===== src/rtl/fifo_wr_arb.sv =====
// fifo_wr_arb: round-robin burst arbiter sharing one FIFO push port
// among NUM_REQ valid/ready requesters, zero-latency pass-through.
module fifo_wr_arb #(
  parameter int NUM_REQ    = 4,
  parameter int DATA_WIDTH = 32,
  parameter int MAX_BURST  = 4,
  parameter int ID_WIDTH   = $clog2(NUM_REQ),
  parameter int BCNT_WIDTH = $clog2(MAX_BURST + 1)
) (
  input  logic                          clk_i,
  input  logic                          rst_n_i,
  input  logic                          flush_i,
  input  logic [NUM_REQ-1:0]            req_valid_i,
  input  logic [NUM_REQ*DATA_WIDTH-1:0] req_dat_i,
  output logic [NUM_REQ-1:0]            req_ready_o,
  input  logic                          fifo_full_i,
  output logic                          fifo_push_o,
  output logic [DATA_WIDTH-1:0]         fifo_dat_o,
  output logic                          fifo_flush_o,
  output logic [ID_WIDTH-1:0]           gnt_id_o,
  output logic                          busy_o
);

  typedef enum logic {IDLE, HOLD} state_e;

  state_e                state_q, state_d;
  logic [ID_WIDTH-1:0]   owner_q, owner_d;
  logic [ID_WIDTH-1:0]   rr_q, rr_d;
  logic [BCNT_WIDTH-1:0] cnt_q, cnt_d, cnt_nxt;
  logic [ID_WIDTH-1:0]   start, scan, sel;
  logic                  own_vld, any_sel, xfer;

  function automatic logic [ID_WIDTH-1:0] inc_id(
    input logic [ID_WIDTH-1:0] v
  );
    if (v == ID_WIDTH'(NUM_REQ - 1)) return '0;
    return v + 1'b1;
  endfunction

  assign own_vld = req_valid_i[owner_q];

  // Downward scan so the candidate closest to start wins.
  always_comb begin
    start   = (state_q == HOLD) ? inc_id(owner_q) : rr_q;
    scan    = start;
    sel     = owner_q;
    any_sel = 1'b0;
    if (state_q == HOLD && own_vld) begin
      any_sel = 1'b1;
    end else begin
      for (int i = NUM_REQ - 1; i >= 0; i--) begin
        scan = ID_WIDTH'((int'(start) + i) % NUM_REQ);
        if (req_valid_i[scan]) begin
          sel     = scan;
          any_sel = 1'b1;
        end
      end
    end
    any_sel = any_sel & rst_n_i;
  end

  assign xfer         = any_sel & ~fifo_full_i & ~flush_i;
  assign fifo_push_o  = xfer;
  assign fifo_flush_o = flush_i & rst_n_i;
  assign gnt_id_o     = any_sel ? sel : owner_q;
  assign busy_o       = (state_q == HOLD);

  always_comb begin
    req_ready_o = '0;
    fifo_dat_o  = '0;
    for (int k = 0; k < NUM_REQ; k++) begin
      if (any_sel && sel == ID_WIDTH'(k)) begin
        req_ready_o[k] = xfer;
        fifo_dat_o     = req_dat_i[k*DATA_WIDTH +: DATA_WIDTH];
      end
    end
  end

  always_comb begin
    state_d = state_q;
    owner_d = owner_q;
    rr_d    = rr_q;
    cnt_d   = cnt_q;
    cnt_nxt = (state_q == IDLE || sel != owner_q)
            ? BCNT_WIDTH'(1) : cnt_q + 1'b1;
    if (flush_i) begin
      state_d = IDLE;
      owner_d = '0;
      rr_d    = '0;
      cnt_d   = '0;
    end else if (!fifo_full_i) begin
      if (state_q == HOLD && !own_vld) begin
        rr_d    = inc_id(owner_q);
        state_d = IDLE;
        cnt_d   = '0;
      end
      if (xfer) begin
        if (cnt_nxt == BCNT_WIDTH'(MAX_BURST)) begin
          state_d = IDLE;
          cnt_d   = '0;
          rr_d    = inc_id(sel);
        end else begin
          state_d = HOLD;
          owner_d = sel;
          cnt_d   = cnt_nxt;
        end
      end
    end
  end

  always_ff @(posedge clk_i or negedge rst_n_i) begin
    if (!rst_n_i) begin
      state_q <= IDLE;
      owner_q <= '0;
      rr_q    <= '0;
      cnt_q   <= '0;
    end else begin
      state_q <= state_d;
      owner_q <= owner_d;
      rr_q    <= rr_d;
      cnt_q   <= cnt_d;
    end
  end

`ifndef SYNTHESIS
  always @(posedge clk_i) begin
    if (rst_n_i) begin
      assert ($onehot0(req_ready_o));
      assert (!(fifo_push_o && fifo_full_i));
      assert (!fifo_push_o || req_valid_i[gnt_id_o]);
      assert (cnt_q < BCNT_WIDTH'(MAX_BURST));
    end
  end
`endif

endmodule


===== config.mk =====
export PLATFORM = sky130hd
export DESIGN_NAME = fifo_wr_arb
export DESIGN_NICKNAME = d
export VERILOG_FILES = /design/src/rtl/fifo_wr_arb.sv
export SDC_FILE = /design/constraint.sdc
export NUM_CORES = 1
export LEC_CHECK = 0
export CORE_MARGIN = 8
export CORE_UTILIZATION = 33
export CTS_CLUSTER_DIAMETER = 100
export DETAILED_ROUTE_END_ITERATION = 10
export PLACE_DENSITY = 0.9
export SYNTH_ARGS = -nofsm -noshare
export SYNTH_HDL_FRONTEND = slang
export SYNTH_SLANG_ARGS = --single-unit

===== constraint.sdc =====
create_clock -name clk_i -period 4.47 [get_ports clk_i]
set_input_delay 0.447 -clock clk_i [delete_from_list [all_inputs] [get_ports clk_i]]
set_output_delay 0.447 -clock clk_i [all_outputs]
set_load 0.02 [all_outputs]

==> impl_metrics.yaml <==
flow_run:
  maxCapViolCount: 0
global_routing:
  grt_max_degree: 33
  grt_pass1_vias: 2961
  grt_usage_pct: 20.2
  gr-total-overflow: 0
  grt_pass1_wl_microns: 14900
  antenna_found_initial: 1
clock_network:
  numCtsBuffers: 3
  clock-sinks: 8
  clock_path_buffers: 2
  cts_root_buf: "clkbuf_8"
  h-tree-depth: 1
  path_clk_slew_ns: 0.04
  holdBufCountCts: 0
  clk_latency_ns: 0.23
  cts_tree: "built"
drt:
  drc: 0
  drt_iter0_markers: 101
  viasPerCell: 5.57
  vias: 2936
  wl_per_cell_microns: 20.2
  dr.pass1.iters: 4
  ant_nets: 0
  wl_microns: 10600
critical_path:
  worst_setup_path_end_kind: "output pin"
  crit_buf_inv: 3
  cp.required_ns: 4.02
  worstPathArrival_ns: 3.86
  path_cells: "ha_1, mux2i_4, mux2_1, a32o_1, nand2b_1, a21boi_1, buf_4, ha_1, and3_2, buf_12, a221oi_2, o21ai_1, clkdlybuf4s50_1"
  cp_top_family: "buffers and inverters"
  max_stage_delay_ns: 0.55
  crit_type: "flip-flop to output pin"
  slowest_stage: "clkdlybuf4s50_1"
  critPathMaxFanout: 32
  crit_top_cell: "ha_1"
  cp.depth: 13
  startpoint_type: "flip-flop"
  r2r_cells: 11
synthesis:
  yosys_warnings: 0
  synth-edff-count: 0
  synth-seq-area-share_pct: 9.49
  syn_nets: 422
  synth-async-reset-ratio_pct: 100
  synthCells: 280
  synth.distinct_cells: 51
  synth_area_per_cell_sq_um: 7.53
  netlist_area_sq_um: 2110
  yosys_register_bits: 8
  ys.flop_type: "dfrtp_1"
cells_and_area:
  fill_cells: 510
  synthToLayoutAreaGrowth_pct: 92.1
  layout_commonest_cell: "clkdlybuf4s50_1"
  drive_gt1_share_pct: 14.7
  finish.instance_area_sq_um: 4050
  post-route-util_pct: 64.6
  fin_nets: 592
  final_cell_mix: "167 x clkdlybuf4s50_1, 42 x nand2_1, 41 x o21ai_0"
hold_path:
  hold_path_depth: 1
  hold_class: "flip-flop to flip-flop"
power_and_ir_drop:
  p_leak_nw: 1.61
  power.density_nw_per_um2: 188
  irDropWorstVdd_mv: 0.266
timing:
  relSlewSlack_pct: 64.6
  timing.final.crit_share_pct: 96.4
  worstMarginPinSlew_ns: 0.529
  period_minus_slack_ns: 4.31
  max_freq_ghz: 0.232
  clock_skew_ns: 0.000991
  whs_ns: 0.502
  setup_viol: 0
  finalSetupTns_ns: 0
  drv_slew: 0
  finalHoldViolCount: 0
status:
  status: "finished clean"
placement:
  place_area_sq_um: 3960
  dp_hpwl_microns: 8550
  port_buffers: 176
  gp_congestion: 0.906
floorplan:
  die_area_sq_um: 9210
  core-area_sq_um: 6280
  dieHeight_microns: 96.0
  start_util_pct: 33.6
  row_count: 29
  io_pins: 177
  die_x_microns: 96.0
## worst register-to-register path, cell delays in order, from the launching register on
cell	delay [ns]
dfrtp_1	0.37
ha_1	0.36
mux2i_4	0.28
mux2_1	0.37
a32o_1	0.25
nand2b_1	0.16
a21boi_1	0.14
buf_4	0.16
ha_1	0.29
o21ai_0	0.09
mux2_2	0.26
mux2_1	0.27
## kinds of logic (layout without fill, tap and decap cells)
kind of cell / Yosys count / in the layout / share of synthesized area, %
AOI/OAI and AO/OA: 133 / 133 / 51.1
xor gates and xnor gates: 1 / 1 / 0.415
adders and majority gates: 6 / 6 / 3.56
buffers and inverters: 39 / 207 / 9.67
DFF: 8 / 8 / 9.49
muxes: 12 / 12 / 7.30
other: 0 / 2 / 0
and+or+nand+nor: 81 / 81 / 18.5
## final timing paths
| path | from | to | slack [ns] |
|---|---|---|---|
| min reg2reg | cnt_q[1] | cnt_q[1] | 0.50 |
| max reg2reg | owner_q[0] | rr_q[1] | 1.32 |
| max | owner_q[0] | fifo_dat_o[10] | 0.16 |
| min | cnt_q[1] | cnt_q[1] | 0.50 |
| max in group asynchronous | rst_n_i | busy_o | 3.52 |
| min in group asynchronous | rst_n_i | cnt_q[2] | 0.57 |
## cell type report
class	count	area, sq um	share of cell area [%]
Timing Repair Buffer	193	1950	48.1
Tap cell	77	96.3	2.38
Inverter	11	41.3	1.02
Multi-Input combinational cell	233	1720	42.4
Antenna cell	2	5.00	0.123
Clock buffer	3	41.3	1.02
Sequential cell	8	201	4.97
## synth_stat cells (2+ instances only)
| master | n | area share [%] |
|---|---|---|
| nor2b_1 | 2 | 0.59 |
| mux2i_1 | 3 | 1.4 |
| dfrtp_1 | 8 | 9.5 |
| o21ai_0 | 41 | 9.7 |
| buf_4 | 4 | 1.4 |
| mux2_2 | 4 | 2.1 |
| o211ai_1 | 2 | 0.71 |
| clkbuf_1 | 15 | 2.7 |
| o31a_1 | 2 | 0.83 |
| and2_1 | 8 | 2.4 |
| nor2_1 | 11 | 2.0 |
| a32o_1 | 3 | 1.4 |
| nand4_1 | 4 | 1.2 |
| a221oi_2 | 30 | 21 |
| nand2_1 | 42 | 7.5 |
| a21boi_0 | 2 | 0.71 |
| a22o_1 | 2 | 0.83 |
| inv_1 | 11 | 2.0 |
| mux2_1 | 3 | 1.6 |
| ha_1 | 6 | 3.6 |
| nor3b_1 | 2 | 0.71 |
| a21oi_1 | 5 | 1.2 |
| o21bai_1 | 2 | 0.71 |
| a221oi_1 | 4 | 1.7 |
| buf_6 | 5 | 2.7 |
| nand2b_1 | 3 | 0.89 |
| buf_2 | 3 | 0.71 |
| o21ai_1 | 30 | 7.1 |
## where the power goes
part | internal, mW | total, mW | leakage, nW | switching (mW)
registers | 0.0759 | 0.0806 | 0.108 | 0.00474
logic | 0.317 | 0.595 | 1.48 | 0.278
clock network | 0.0583 | 0.0858 | 0.0216 | 0.0275
total | 0.451 | 0.761 | 1.61 | 0.310
## layer usage
| metal | global-route usage, % | part of all wire [%] | vias up |
|---|---|---|---|
| li1 | - | - | 1412 |
| met1 | 22.9 | 40 | 1359 |
| met2 | 37.1 | 50 | 149 |
| met3 | 3.12 | 8.1 | 16 |
| met4 | 7.68 | 2.3 | 0 |
| met5 | 0 | 0 | - |
## flip-flops by register name, indices dropped and copies added (netlist names)
name,cells
cnt_q,3
owner_q,2
rr_q,2
busy_o,1
## per-stage QoR
step | total power [mW] | worst slack (ns) | std cells
global route | 0.807 | -0.0202 | 526
finish | 0.761 | 0.159 | 527
global placement | 0.666 | 0.156 | 520
detailed placement | 0.676 | 0.103 | 520
CTS | 0.767 | 0.0943 | 523
floorplan | 0.377 | 0.815 | 280
## timing repair
item / 4_1_cts / 5_1_grt
setup endpoints to repair: 2 / 32
gates cloned: 0 / 0
resized for setup: 1 / 13
buffers inserted: 0 / 2
No activity file was read; power rests on OpenSTA's default activity.
